<file path="config.mk">
export PLATFORM = sky130hd
export DESIGN_NAME = commit_trace_tx
export DESIGN_NICKNAME = d
export VERILOG_FILES = /design/src/rtl/commit_trace_tx_pkg.sv /design/src/rtl/trace_fifo.sv /design/src/rtl/commit_trace_tx.sv
export SDC_FILE = /design/constraint.sdc
export NUM_CORES = 1
export LEC_CHECK = 0
export BUFFER_PORTS_ARGS = -buffer_cell sky130_fd_sc_hd__buf_4
export CORE_MARGIN = 4
export CORE_UTILIZATION = 30
export CTS_CLUSTER_SIZE = 28
export DETAILED_ROUTE_END_ITERATION = 8
export SYNTH_ARGS = -nofsm -noshare
export SYNTH_HDL_FRONTEND = slang
export SYNTH_HIERARCHICAL = 1
export SYNTH_SLANG_ARGS = --single-unit
</file>
<file path="constraint.sdc">
create_clock -name clk -period 8.9 [get_ports clk]
set_input_delay 2.67 -clock clk [delete_from_list [all_inputs] [get_ports clk]]
set_output_delay 2.67 -clock clk [all_outputs]
set_load 0.01 [all_outputs]
</file>
<file path="src/rtl/commit_trace_tx_pkg.sv">
// Shared definitions for the commit trace transmitter.
// Contents:
//   REC_*   - record-type encodings driven on rec_type
//   STAT_*  - statistics counter indices, also the order of STAT records
//   state_e - transmitter phase
//   rec_t   - one trace record as stored in the FIFO
package commit_trace_tx_pkg;

    localparam logic [2:0] REC_REG   = 3'd0;
    localparam logic [2:0] REC_LOAD  = 3'd1;
    localparam logic [2:0] REC_STORE = 3'd2;
    localparam logic [2:0] REC_HALT  = 3'd3;
    localparam logic [2:0] REC_STAT  = 3'd4;

    localparam int N_STAT = 6;
    localparam logic [2:0] STAT_CYCLE = 3'd0;
    localparam logic [2:0] STAT_INST  = 3'd1;
    localparam logic [2:0] STAT_DHIT  = 3'd2;
    localparam logic [2:0] STAT_IHIT  = 3'd3;
    localparam logic [2:0] STAT_DREQ  = 3'd4;
    localparam logic [2:0] STAT_IREQ  = 3'd5;

    // Two halves per counter, so the last STAT record is {index 5, half 1}.
    localparam logic [3:0] STAT_LAST = 4'd11;

    typedef enum logic [1:0] {
        ST_RUN     = 2'd0,
        ST_DRAIN   = 2'd1,
        ST_SUMMARY = 2'd2,
        ST_DONE    = 2'd3
    } state_e;

    typedef struct packed {
        logic [2:0]  rtype;
        logic [15:0] addr;
        logic [15:0] data;
    } rec_t;

    localparam int REC_W = $bits(rec_t);

endpackage

</file>
<file path="src/rtl/trace_fifo.sv">
// Two-write / one-read synchronous record FIFO.
// Ports:
//   clk_i, rst_ni        - clock, synchronous active-low reset
//   push0_i, wdata0_i    - first write of the cycle
//   push1_i, wdata1_i    - second write, only meaningful together with push0_i
//   pop_i                - remove the head entry (caller guarantees non-empty)
//   rdata_o              - head entry, read straight from the storage flops
//   count_o              - occupancy, one bit wider than the pointers
// The caller checks free space (including a same-cycle pop) before pushing,
// so a push never lands on an occupied slot.
module trace_fifo
    import commit_trace_tx_pkg::*;
#(
    parameter int DEPTH = 8
) (
    input  logic                     clk_i,
    input  logic                     rst_ni,
    input  logic                     push0_i,
    input  logic                     push1_i,
    input  logic [REC_W-1:0]         wdata0_i,
    input  logic [REC_W-1:0]         wdata1_i,
    input  logic                     pop_i,
    output logic [REC_W-1:0]         rdata_o,
    output logic [$clog2(DEPTH):0]   count_o
);

    localparam int AW = $clog2(DEPTH);
    localparam int CW = AW + 1;

    logic [REC_W-1:0] mem_q [DEPTH];
    logic [AW-1:0]    wr_ptr_q;
    logic [AW-1:0]    rd_ptr_q;
    logic [CW-1:0]    count_q;
    logic [1:0]       n_push;

    assign n_push = {1'b0, push0_i} + {1'b0, push1_i};

    // Storage is not reset; validity is tracked by count_q alone.
    always_ff @(posedge clk_i) begin
        if (push0_i) mem_q[wr_ptr_q] <= wdata0_i;
        if (push1_i) mem_q[wr_ptr_q + AW'(1)] <= wdata1_i;
    end

    // Pointers wrap naturally because DEPTH is a power of two.
    always_ff @(posedge clk_i) begin
        if (!rst_ni) begin
            wr_ptr_q <= '0;
            rd_ptr_q <= '0;
            count_q  <= '0;
        end else begin
            wr_ptr_q <= wr_ptr_q + AW'(n_push);
            rd_ptr_q <= rd_ptr_q + AW'(pop_i);
            count_q  <= count_q + CW'(n_push) - CW'(pop_i);
        end
    end

    assign rdata_o = mem_q[rd_ptr_q];
    assign count_o = count_q;

endmodule

</file>
<file path="src/rtl/commit_trace_tx.sv">
// Commit trace transmitter: turns per-cycle commit events into REG/LOAD/STORE
// records, a HALT record, then a summary of six statistics counters.
// Ports:
//   clk, rst (sync, active-low)
//   RegWrite/WriteRegister/WriteData, MemRead/MemWrite/MemAddress/MemData,
//   Halt, I/DCache Req/Hit            - commit and cache events
//   rec_valid/rec_ready, rec_type/rec_addr/rec_data - record stream
//   trace_stall, overflow, done       - status
//   dbg_state_o                       - current phase (state_e encoding)
// Record stream: a record transfers on a cycle where rec_valid && rec_ready;
// while rec_valid is high and rec_ready low the record is held unchanged and
// rec_valid stays high until it transfers.
module commit_trace_tx
    import commit_trace_tx_pkg::*;
#(
    parameter int DEPTH = 8,
    parameter int CNT_W = 32
) (
    input  logic        clk,
    input  logic        rst,
    input  logic        RegWrite,
    input  logic [2:0]  WriteRegister,
    input  logic [15:0] WriteData,
    input  logic        MemRead,
    input  logic        MemWrite,
    input  logic [15:0] MemAddress,
    input  logic [15:0] MemData,
    input  logic        Halt,
    input  logic        ICacheReq,
    input  logic        ICacheHit,
    input  logic        DCacheReq,
    input  logic        DCacheHit,
    output logic        rec_valid,
    input  logic        rec_ready,
    output logic [2:0]  rec_type,
    output logic [15:0] rec_addr,
    output logic [15:0] rec_data,
    output logic        trace_stall,
    output logic        overflow,
    output logic        done,
    output logic [1:0]  dbg_state_o
);

    localparam int CW = $clog2(DEPTH) + 1;
    localparam logic [CNT_W-1:0] CNT_ONE = {{(CNT_W-1){1'b0}}, 1'b1};

    state_e           state_q, state_d;
    logic [CNT_W-1:0] cnt_q [N_STAT];
    logic [CNT_W-1:0] cnt_d [N_STAT];
    logic             halt_pend_q, halt_pend_d;
    logic [15:0]      halt_data_q, halt_data_d;
    logic             ovf_q, ovf_d;
    logic [3:0]       sidx_q, sidx_d;

    logic             push0, push1, pop, has_mem, fifo_empty;
    rec_t             wdata0, wdata1, reg_rec, mem_rec, halt_rec, fifo_head;
    logic [REC_W-1:0] fifo_rdata;
    logic [CW-1:0]    fifo_count, space;
    logic [1:0]       n_rec;
    logic [CNT_W-1:0] stat_sel;
    logic [31:0]      stat32;

    function automatic logic [CNT_W-1:0] sat_inc(input logic [CNT_W-1:0] v, input logic en);
        if (en && (v != '1)) return v + CNT_ONE;
        return v;
    endfunction

    trace_fifo #(.DEPTH(DEPTH)) u_fifo (
        .clk_i    (clk),
        .rst_ni   (rst),
        .push0_i  (push0),
        .push1_i  (push1),
        .wdata0_i (wdata0),
        .wdata1_i (wdata1),
        .pop_i    (pop),
        .rdata_o  (fifo_rdata),
        .count_o  (fifo_count)
    );

    assign fifo_head  = fifo_rdata;
    assign fifo_empty = (fifo_count == '0);
    assign has_mem    = MemRead | MemWrite;
    assign reg_rec    = '{rtype: REC_REG, addr: {13'd0, WriteRegister}, data: WriteData};
    // A cycle with both MemRead and MemWrite is reported as a store only.
    assign mem_rec    = '{rtype: (MemWrite ? REC_STORE : REC_LOAD), addr: MemAddress, data: MemData};
    assign halt_rec   = '{rtype: REC_HALT, addr: 16'd0, data: halt_data_q};

    assign pop   = ((state_q == ST_RUN) || (state_q == ST_DRAIN)) && !fifo_empty && rec_ready;
    // Free entries this cycle, counting the slot a simultaneous pop releases.
    assign space = CW'(DEPTH) - fifo_count + CW'(pop);

    always_comb begin
        state_d     = state_q;
        cnt_d       = cnt_q;
        halt_pend_d = halt_pend_q;
        halt_data_d = halt_data_q;
        ovf_d       = ovf_q;
        sidx_d      = sidx_q;
        push0       = 1'b0;
        push1       = 1'b0;
        wdata0      = reg_rec;
        wdata1      = mem_rec;
        n_rec       = 2'd0;
        case (state_q)
            ST_RUN: begin
                if (RegWrite) begin
                    n_rec = 2'd1 + {1'b0, has_mem};
                end else begin
                    wdata0 = mem_rec;
                    n_rec  = {1'b0, has_mem};
                end
                // All records of a cycle go in together or are all dropped.
                if (n_rec != 2'd0) begin
                    if (CW'(n_rec) <= space) begin
                        push0 = 1'b1;
                        push1 = (n_rec == 2'd2);
                    end else begin
                        ovf_d = 1'b1;
                    end
                end
                cnt_d[STAT_CYCLE] = sat_inc(cnt_q[STAT_CYCLE], 1'b1);
                cnt_d[STAT_INST]  = sat_inc(cnt_q[STAT_INST], Halt | RegWrite | MemWrite);
                cnt_d[STAT_DHIT]  = sat_inc(cnt_q[STAT_DHIT], DCacheHit);
                cnt_d[STAT_IHIT]  = sat_inc(cnt_q[STAT_IHIT], ICacheHit);
                cnt_d[STAT_DREQ]  = sat_inc(cnt_q[STAT_DREQ], DCacheReq);
                cnt_d[STAT_IREQ]  = sat_inc(cnt_q[STAT_IREQ], ICacheReq);
                // HALT is queued in the following cycle so it always follows
                // this cycle's own records.
                if (Halt) begin
                    state_d     = ST_DRAIN;
                    halt_pend_d = 1'b1;
                    halt_data_d = cnt_d[STAT_INST][15:0];
                end
            end
            ST_DRAIN: begin
                if (halt_pend_q) begin
                    wdata0 = halt_rec;
                    // The HALT record waits for space rather than being lost.
                    if (space != '0) begin
                        push0       = 1'b1;
                        halt_pend_d = 1'b0;
                    end
                end else if (fifo_empty) begin
                    state_d = ST_SUMMARY;
                end
            end
            ST_SUMMARY: begin
                if (rec_ready) begin
                    if (sidx_q == STAT_LAST) state_d = ST_DONE;
                    else                     sidx_d  = sidx_q + 4'd1;
                end
            end
            ST_DONE: begin
            end
            default: state_d = ST_RUN;
        endcase
    end

    always_ff @(posedge clk) begin
        if (!rst) begin
            state_q     <= ST_RUN;
            for (int i = 0; i < N_STAT; i++) cnt_q[i] <= '0;
            halt_pend_q <= 1'b0;
            halt_data_q <= '0;
            ovf_q       <= 1'b0;
            sidx_q      <= '0;
        end else begin
            state_q     <= state_d;
            cnt_q       <= cnt_d;
            halt_pend_q <= halt_pend_d;
            halt_data_q <= halt_data_d;
            ovf_q       <= ovf_d;
            sidx_q      <= sidx_d;
        end
    end

    // sidx_q is {counter index, half}; the summary value is sent as 32 bits.
    assign stat_sel = cnt_q[sidx_q[3:1]];
    generate
        if (CNT_W >= 32) begin : g_stat_trunc
            assign stat32 = stat_sel[31:0];
        end else begin : g_stat_ext
            assign stat32 = {{(32-CNT_W){1'b0}}, stat_sel};
        end
    endgenerate

    always_comb begin
        rec_valid = 1'b0;
        rec_type  = fifo_head.rtype;
        rec_addr  = fifo_head.addr;
        rec_data  = fifo_head.data;
        case (state_q)
            ST_SUMMARY: begin
                rec_valid = 1'b1;
                rec_type  = REC_STAT;
                rec_addr  = {12'd0, sidx_q};
                rec_data  = sidx_q[0] ? stat32[31:16] : stat32[15:0];
            end
            ST_DONE: begin
                rec_type = 3'd0;
                rec_addr = 16'd0;
                rec_data = 16'd0;
            end
            default: rec_valid = !fifo_empty;
        endcase
    end

    assign trace_stall = (CW'(DEPTH) - fifo_count) < CW'(2);
    assign overflow    = ovf_q;
    assign done        = (state_q == ST_DONE);
    assign dbg_state_o = state_q;

endmodule
</file>
# Word-level counts from Yosys, hierarchy flattened
# Memories as Yosys holds them, arrays and structs flattened. A register that Yosys moved wholly into a read port is not among the register bits.
# Cells that the tools add are included.
[word_totals]
out_inout_bits = 41
memories = 1
elab_cells = 139
ramBits = 272
ff_bits = 226
[classes]
mux = 56
addsub = 16
order_cmp = 3
n_reduce_logical = 26
n_eq_ne = 16
bitwise = 6
[memory_table]
columns = ["memory", "depth", "word_bits", "read_ports", "rd_ports_with_merged_regs", "write_ports", "line_no", "rtl"]
rows = [
  ["u_fifo.mem_q", 8, 34, 1, 1, 2, "trace_fifo.sv:30", "logic [REC_W-1:0] mem_q [DEPTH];"],
]
[op_table]
columns = ["cell", "n"]
rows = [
  ["two-way mux 32 bit", 8],
  ["adder 32 x 1 -> 32 bit (second input constant)", 6],
  ["!= test 32 bit (second input constant)", 6],
  ["binary-select mux 32 bit (select 3 bit)", 1],
  ["two-way mux 34 bit", 2],
  ["case mux 34 bit (2 select lines)", 1],
  ["case mux 16 bit (2 select lines)", 2],
  ["two-way mux 16 bit", 2],
  ["two-way mux 1 bit", 26],
  ["two-way mux 2 bit", 8],
  ["AND reduction 2 bit", 8],
  ["!= test 2 bit (second input constant)", 5],
  ["logical AND 1 bit", 7],
  ["== test 2 bit (second input constant)", 3],
  ["case mux 1 bit (2 select lines)", 3],
  ["case mux 2 bit (3 select lines)", 1],
  ["case mux 3 bit (2 select lines)", 1],
  ["AND reduction 3 bit", 2],
  ["AND reduction 6 bit", 1],
  ["adder 4 x 1 -> 4 bit", 1],
  ["adder 4 x 1 -> 4 bit (second input constant)", 1],
  ["adder 4 x 2 -> 4 bit", 1],
  ["== test 4 bit (second input constant)", 1],
  [">= comparator 4 bit (second input constant)", 1],
  ["21 further kinds", 25],
]

# Longest topological paths before layout
[logic_depth]
word_depth = 12
depth_mapped = 22
mapped_depth_nobuf = 20

# Modules after synthesis
# Netlist, hierarchy kept.
[modules_own_cells]
columns = ["mod", "area_each_um2", "cells_each", "instances", "seq_area_each_um2"]
rows = [
  ["trace_fifo", 14443.9, 788, 1, 8608.3],
  ["commit_trace_tx", 13643.1, 1674, 1, 4324.1],
]

# Worst setup path after synthesis
# Ideal clock, no wire load.
[synth_timing]
path_type = "in2reg"
from = "input rec_ready"
to = "register, netlist name u_fifo/mem_q[4][0]"
path_slack_ns = 1.520
arrival_time_ns = 6.897
stages = 11
setup_time_ns = 0.483
path_cell_list = "and3b_1 -> ha_1 -> ha_1 -> inv_1 -> ha_1 -> a21oi_1 -> a21oi_1 -> nand2_1 -> a22o_1 -> nand2_1 -> o32ai_1"
[synth_lines]
columns = ["item", "line_no", "rtl"]
rows = [
  ["from (decl)", "commit_trace_tx.sv:34", "input logic rec_ready,"],
]

==> results.md <==
- Post-route ant nets: 0
- Post_cts resized: 0
- Via count: 21193
- GR Util All Layers: 0.165
- Area delta synth->final: 15.0%
- Total Power: 0.00934 W
- Nets@finish: 2609
- Max clock buf depth: 3
- Fillcell total: 9151
- Vias in the first global route: 19720
- Post-synth EDFFs: 280
- Port buffer count: 102
- Residual DRC: 0
- P per Cell Area: 289 mW/mm²
- Primary FF master, synth: edfxtp_1
- Post-DP HPWL: 56900 µm
- Status: completed
- Hold WC Path Type: reg2reg
- Most frequent cells in the layout: 316 x mux2_2, 280 x edfxtp_1, 222 x dfxtp_1, 150 x a21oi_1, 141 x o21ai_0
- CTS Buf Count: 59
- Grt ovf: 0
- Hold path depth: 2
- CTS Root Cell: clkbuf_16
- Yosys reg bits: 506
- Worst vdd ir: 0.206 mV
- Slew HR: 0.214
- Commonest non-fill, non-tap cell in the layout: mux2_2
- WL final: 84000 µm
- CTS tree: built
- Critical path arrival: 6620 ps
- DRT iter0 DRCs: 1984
- Synth Cell Area: 0.0281 mm²
- Highest clock rate: 158 MHz
- TNS Setup: 0 ps
- Syn. warnings: 6
- Sequential area share after synthesis: 0.460
- Chip width: 314 µm
- Mapped Cells: 2462
- Core box area: 0.0922 mm²
- Pleak: 10.2 nW
- Post-CTS Setup Inserts: 0
- Worst Setup End Kind: flip-flop
- HP Start: cnt_q[10]
- Max-cap violation count: 0
- Die Y: 314 µm
- Sink Count: 506
- Req. time, crit path: 9190 ps
- Worst-Margin Slew: 1160 ps
- RSZ-0062 raised after global routing: no
- Clk_lat worst skew: 660 ps
- Synth cell types: 78
- R2R Path Start: dbg_state_o[1]
- Layout Skew: 51.4 ps
- TritonRoute pass-1 iters: 5
- Reg2reg path depth: 16
- Ports: 103
- Clock slew at reported path FFs: 60 ps
- Reg2reg setup slack: 3200 ps
- Fin. max-slew vios: 0
- Utilization after layout: 0.350
- R2R Path End: u_fifo/mem_q[1][9]
- Hold buffers post-CTS: 0
- Fin worst setup slack: 2560 ps
- Post-synthesis area per instance: 11.4 µm²
- Synth async-reset ratio: 0
- Via density: 5.56
- Routability Congestion: 0.881
- Min Tclk post-route: 6340 ps
- Largest net degree at the start of global routing: 72
- Row cnt: 111
- Final worst path period share: 0.712
- H-tree levels: 2
- Initial Util: 0.305
- Initial antenna violation count: 5
- Wire per inst: 22.0 µm
- Placement Setup Slack: 1890 ps
- Hold path endpoint: cnt_q[10]
- DIE AREA: 0.0986 mm²
- Share of layout cells above drive strength 1: 0.271
- First-pass GRT wire length: 126000 µm
- CP startpoint kind: input port
- Setup CP Type: in2reg
- Fin. Hold Viols: 0
- Final setup viols: 0
- CP max FO: 36
## flip-flops by register name, indices dropped and copies added, names as in the netlist
register         cells
dbg_state_o          2
halt_data_q         16
u_fifo/rd_ptr_q      3
u_fifo/wr_ptr_q      3
u_fifo/mem_q       280
u_fifo/count_o       4
overflow             1
halt_pend_q          1
cnt_q              192
sidx_q               4
## power breakdown
part | leakage, nW | total [W] | internal [W] | switching (W)
Combinational | 4.76 | 0.00347 | 0.00152 | 0.00195
Sequential | 4.41 | 0.00332 | 0.00313 | 0.000194
Clock | 1.00 | 0.00255 | 0.00153 | 0.00103
Total | 10.2 | 0.00934 | 0.00617 | 0.00317
## how the worst max path moves through the flow
stage,from,endpoint,slack [ps],depth (start not counted)
finish,RegWrite,u_fifo/mem_q[1][9],2560,14
global route,RegWrite,u_fifo/mem_q[1][9],2290,14
CTS,RegWrite,u_fifo/mem_q[1][13],2530,14
detailed placement,RegWrite,u_fifo/mem_q[5][20],1890,14
global placement,RegWrite,u_fifo/mem_q[5][27],1930,14
floorplan,rec_ready,u_fifo/mem_q[4][0],1520,11
## critical path: stages
cell,delay (ps)
buf_4,370
inv_1,350
ha_1,380
inv_1,60
ha_1,140
inv_1,40
a21oi_1,140
a21oi_1,70
nand2_1,80
and3_1,270
nor3b_1,380
nand2_2,690
o21ai_4,520
buf_4,430
## Yosys cell counts, drive strengths merged (48+ instances only)
cell | n | area, µm²
mux2 | 316 | 3560
edfxtp | 280 | 8410
dfxtp | 226 | 4520
a21oi | 150 | 751
o21ai | 143 | 716
nand2 | 137 | 517
nor2 | 121 | 459
clkbuf | 109 | 409
mux4 | 102 | 2300
nand3 | 79 | 400
mux2i | 76 | 761
or3 | 74 | 463
or4 | 60 | 454
nand4 | 59 | 375
o31ai | 55 | 418
inv | 49 | 184
buf | 48 | 240
## metrics by stage
stage / area [µm²] / hold WS, ps / std cells
after floorplan: 28100 / 446 / 2477
after global placement: 30200 / 476 / 3698
after detailed placement: 30200 / 483 / 3698
after CTS: 32300 / 494 / 3807
after global routing: 32300 / 513 / 3807
final: 32300 / 497 / 3811
## final cells by class
class | count | area (µm²) | share of cell area
Multi-Input combinational cell | 1764 | 14500 | 0.450
Sequential cell | 506 | 12900 | 0.401
Clock buffer | 74 | 1580 | 0.0490
Tap cell | 1243 | 1560 | 0.0481
Timing Repair Buffer | 135 | 1010 | 0.0314
Clock inverter | 35 | 474 | 0.0147
Inverter | 50 | 193 | 0.00597
Antenna cell | 4 | 10.0 | 0.000310
## kinds of logic (layout without fill, tap and decap cells)
family	Yosys count	count (layout)	share of synthesized area
buffers and inverters	207	294	0.0298
xor gates and xnor gates	59	59	0.0195
AOI/OAI and AO/OA	463	463	0.103
muxes	494	494	0.236
DFF	506	506	0.460
other	1	20	0.000134
and+or+nand+nor	701	701	0.137
adders and majority gates	31	31	0.0143
## layer usage
layer / wire length (µm) / global-route usage / up-vias
met5: 27 / 0 / -
met4: 1860 / 0.0409 / 4
met3: 7880 / 0.0469 / 111
met2: 36400 / 0.246 / 758
met1: 37800 / 0.235 / 10601
li1: - / - / 9719
Note: power is estimated with default switching activity, not from simulation.
